===== src/rtl/pb_bit_writer.sv =====
// Two debounced pushbuttons walk a cursor over a WIDTH-bit register; wr stores din at the cursor.
// Pin-to-cursor latency 3+DEBOUNCE_CYCLES clk, wr-to-out 1 clk; no backpressure, every cycle is accepted.
module pb_bit_writer #(
    parameter int WIDTH           = 16,
    parameter int IDX_W           = 4,
    parameter int DEBOUNCE_CYCLES = 250000
) (
    input  logic             clk,
    input  logic             rst_n,
    input  logic [1:0]       pb,
    input  logic             din,
    input  logic             wr,
    output logic [WIDTH-1:0] out,
    output logic [IDX_W-1:0] cursor
);
    localparam int               CNT_W    = (DEBOUNCE_CYCLES > 1) ? $clog2(DEBOUNCE_CYCLES) : 1;
    localparam logic [CNT_W-1:0] CNT_LAST = CNT_W'(DEBOUNCE_CYCLES - 1);
    localparam logic [IDX_W-1:0] IDX_LAST = IDX_W'(WIDTH - 1);

    logic [1:0]       r_sync1;
    logic [1:0]       r_sync2;
    logic [1:0]       r_deb;
    logic [1:0]       r_press;
    logic [CNT_W-1:0] r_cnt [2];
    logic [1:0]       w_diff;
    logic [1:0]       w_accept;
    logic [WIDTH-1:0] r_out;
    logic [IDX_W-1:0] r_cursor;
    logic [IDX_W-1:0] w_cursor_nxt;

    always_ff @(posedge clk or negedge rst_n) begin
        if (!rst_n) begin
            r_sync1 <= 2'b11;
            r_sync2 <= 2'b11;
        end else begin
            r_sync1 <= pb;
            r_sync2 <= r_sync1;
        end
    end

    always_comb begin
        w_diff   = r_sync2 ^ r_deb;
        w_accept = '0;
        for (int i = 0; i < 2; i++) begin
            w_accept[i] = w_diff[i] && (r_cnt[i] == CNT_LAST);
        end
    end

    // A press event is the registered acceptance of a falling debounced level.
    always_ff @(posedge clk or negedge rst_n) begin
        if (!rst_n) begin
            r_deb    <= 2'b11;
            r_press  <= 2'b00;
            r_cnt[0] <= '0;
            r_cnt[1] <= '0;
        end else begin
            for (int i = 0; i < 2; i++) begin
                if (w_diff[i] && !w_accept[i]) begin
                    r_cnt[i] <= r_cnt[i] + CNT_W'(1);
                end else begin
                    r_cnt[i] <= '0;
                end
                if (w_accept[i]) begin
                    r_deb[i] <= r_sync2[i];
                end
                r_press[i] <= w_accept[i] & ~r_sync2[i];
            end
        end
    end

    always_comb begin
        w_cursor_nxt = r_cursor;
        if (r_deb == 2'b00) begin
            w_cursor_nxt = IDX_LAST;
        end else if (r_press[0] && r_deb[1]) begin
            if (r_cursor != '0) begin
                w_cursor_nxt = r_cursor - IDX_W'(1);
            end
        end else if (r_press[1] && r_deb[0]) begin
            if (r_cursor != IDX_LAST) begin
                w_cursor_nxt = r_cursor + IDX_W'(1);
            end
        end
    end

    // The write uses the pre-update cursor, so a same-cycle move does not redirect it.
    always_ff @(posedge clk or negedge rst_n) begin
        if (!rst_n) begin
            r_cursor <= IDX_LAST;
            r_out    <= '0;
        end else begin
            r_cursor <= w_cursor_nxt;
            if (wr) begin
                r_out[r_cursor] <= din;
            end
        end
    end

    assign out    = r_out;
    assign cursor = r_cursor;

endmodule


===== config.mk =====
export PLATFORM = sky130hd
export DESIGN_NAME = pb_bit_writer
export DESIGN_NICKNAME = d
export VERILOG_FILES = /design/src/rtl/pb_bit_writer.sv
export SDC_FILE = /design/constraint.sdc
export NUM_CORES = 1
export LEC_CHECK = 0
export BUFFER_PORTS_ARGS = -buffer_cell sky130_fd_sc_hd__clkbuf_2
export CAP_MARGIN = 10
export CORE_MARGIN = 2
export CORE_UTILIZATION = 55
export CTS_CLUSTER_SIZE = 8
export DETAILED_ROUTE_END_ITERATION = 12
export PLACE_DENSITY = 0.72
export SLEW_MARGIN = 20
export SYNTH_ARGS = -nofsm -noshare
export SYNTH_HDL_FRONTEND = slang
export SYNTH_SLANG_ARGS = --single-unit

===== constraint.sdc =====
create_clock -name clk -period 2.5 [get_ports clk]
set_input_delay 0.125 -clock clk [delete_from_list [all_inputs] [get_ports clk]]
set_output_delay 0.125 -clock clk [all_outputs]
set_load 0.03 [all_outputs]

==> flow_summary.toml <==
[run_status]
status = "complete, no violations"

[cells_and_area]
fin_nets = 332
syn_to_final_growth_pct = 14.36
fin_cells = 400
drive_above_1_share_pct = 24.09
fin_area_um2 = 3527
final_cell_mix = "dfrtp_1, nor2_1, clkbuf_2"
final_common_cell = "dfrtp_1"
diodes = 0
fin_util_pct = 64.45
num-fill-cells = 456

[pwr]
seqPwrFrac_pct = 50.7
clock_power_share_pct = 45.9
vdd_drop_max_v = 0.0004303
power.internal_w = 0.001658
leakage_nw = 1.545
p_switching_w = 0.0004434
power.density_nw_per_um2 = 595.7
swShare_pct = 21.10
combPwrFrac_pct = 3.4

[sta]
setup_viol = 0
hold_viol = 0
period_share_pct = 86.89
slew_viol_final = 0
setup_tns_ps = 0
timing.slew.headroom_pct = 49.47
clock.fmax_mhz = 460.3
clock_skew_ps = 9.031
rsz0062_at_grt = "no"
worst_slew_pin_slew_ps = 758.0
fin_crit_ps = 2172

[route]
vias = 2267
drt-total-wl_mm = 5.495
drtPass1Iterations = 4
viasPerCell = 5.668
drc = 0
ant_nets = 0
drt_first_iter_violations = 127
avgRoutedWirePerCell_um = 13.74

[global_routing]
antenna_found_initial = 0
grt_pass1_vias = 2226
overflow = 0
grt_pass1_wl_mm = 9.660
grt_max_degree = 65
grt_use_total_pct = 19.68

[clocking]
cts_max_path_buffers = 2
cts_root_buf = "clkbuf_8"
cts_tree = "done"
cts_resized = 0
cts_num_sinks = 64
clk_latency_ps = 340
cts_setup_buffers = 0
clk_pin_slew_ps = 70
cts.hold.buffers_added = 3
cts-buffers-inserted = 9
cts.htree.levels = 3

[worst_setup_path]
crit_required_ps = 2700
rrSetupSlack_ps = 330
startpoint = "r_cnt[31]"
worstReg2RegStart = "r_cnt[31]"
start_kind = "flip-flop"
crit_type = "flip-flop to flip-flop"
crit_arrival_ps = 2370
ff2ff_path_depth = 4
critPathMaxFanout = 18
worst_setup_path_end_kind = "flip-flop"
reg2reg_to = "r_cnt[20]"

[placement]
globalplace.congestion = 0.8065
placed_area_um2 = 3277
portBuffers = 25
dp_cells = 381
hpwlAfterDp_mm = 3.720

[yosys]
synth-seq-cells = 64
syn-cell-area_um2 = 3084
syn-num-nets = 300
synth_warnings = 0
async_flop_share_pct = 100.0
synth_edf_count = 0
avgSynthCellArea_um2 = 10.60
syn_inst = 291
ys_types = 44
synth_flop_cell = "dfrtp_1"
ys_seq_area_share_pct = 52.33

[floorplan]
start_util_pct = 56.36
io_pins = 26
num_rows = 27
die_w_um = 78.89
die-area_um2 = 6223
fp.dieH_um = 78.89
core-area_um2 = 5473

[job]
maxCapViolations = 0

[min_path]
hold_start = "din"
hp-class = "input port to flip-flop"
min_to = "out[14]"
whs_path_depth = 2
[area by class of cell]
class	count	area (um2)	area share [%]
well taps	72	90.09	2.554
multi-input cells	216	1421	40.30
repair buffers	31	177.7	5.037
clock buffers	10	137.6	3.902
inverters	1	3.754	0.1064
clock inverters	6	82.58	2.341
flip-flops and latches	64	1614	45.76
[state kept, by name, summed over array words and instances (netlist names)]
register / count
out: 16
r_cnt: 36
cursor: 4
r_deb: 2
r_press: 2
r_sync2: 2
r_sync1: 2
[per-stage QoR]
stage                     worst slack (ps)  hold WS (ps)  power (W)
after floorplan                      453.4        -170.6   0.001114
after global placement               382.5         213.0   0.001152
after detailed placement             329.0         213.8   0.001154
after CTS                            325.3         248.1   0.002134
after global routing                 228.1         279.1   0.002195
final                                327.7         265.4   0.002101
[worst max-delay path by stage]
stage	cells after the start	slack, ps	endpoint
4_1_cts	4	330	r_cnt[21]
2_1_floorplan	4	450	r_deb[1]
6_report	4	330	r_cnt[20]
5_1_grt	4	230	r_cnt[20]
3_3_place_gp	4	380	r_cnt[26]
3_5_place_dp	4	330	r_cnt[21]
[per-layer routing]
metal	GRT usage [%]	vias to the layer above	wire length (um)
met5	0	-	0
met4	8.966	0	78
met3	4.091	8	195
met2	33.16	40	2578
met1	24.49	1113	2643
li1	-	1106	-
[worst max-delay path, cell delays in order (launching register included)]
cell	delay [ps]
dfrtp_1	440
or4b_1	530
or4_4	540
o21ai_4	410
nor2_1	110
[power groups by stage]
stage                      logic, W  clock network (W)  registers, W
after floorplan           0.0000282                  0       0.00109
after global placement    0.0000685                  0       0.00108
after detailed placement  0.0000697                  0       0.00108
after CTS                 0.0000735           0.000995       0.00107
after global routing      0.0000820            0.00105       0.00107
final                     0.0000707           0.000964       0.00107
[cell families (layout without fill, tap and decap cells)]
kind of cell	count (synthesis)	after routing	synth area share (%)
AOI/OAI and AO/OA	20	20	4.666
and+or+nand+nor	144	144	24.67
adders and majority gates	3	3	1.217
xor gates and xnor gates	30	30	8.519
muxes	19	19	7.018
buffers and inverters	11	48	1.582
DFF	64	64	52.33
[Yosys cell counts, drive strengths merged (2+ instances only)]
cell type / n / share of area [%]
nand3: 16 / 2.6
or4b: 2 / 0.65
nor3: 6 / 0.97
nor2: 52 / 6.3
and3: 2 / 0.45
ha: 3 / 1.2
a211o: 2 / 0.57
xnor2: 11 / 3.1
buf: 3 / 0.61
nand2: 15 / 1.8
a21oi: 5 / 0.81
or3: 3 / 0.61
xor2: 19 / 5.4
clkbuf: 7 / 0.85
o21ai: 5 / 1.3
or2: 2 / 0.49
nor4: 3 / 0.61
nor3b: 3 / 0.73
nand4: 17 / 3.4
or4: 7 / 1.9
nand3b: 3 / 0.73
o31ai: 3 / 0.73
mux2: 18 / 6.7
dfstp: 10 / 8.5
nand2b: 3 / 0.61
dfrtp: 54 / 44
and4: 7 / 2.0
No activity file was read; power rests on OpenSTA's default activity.
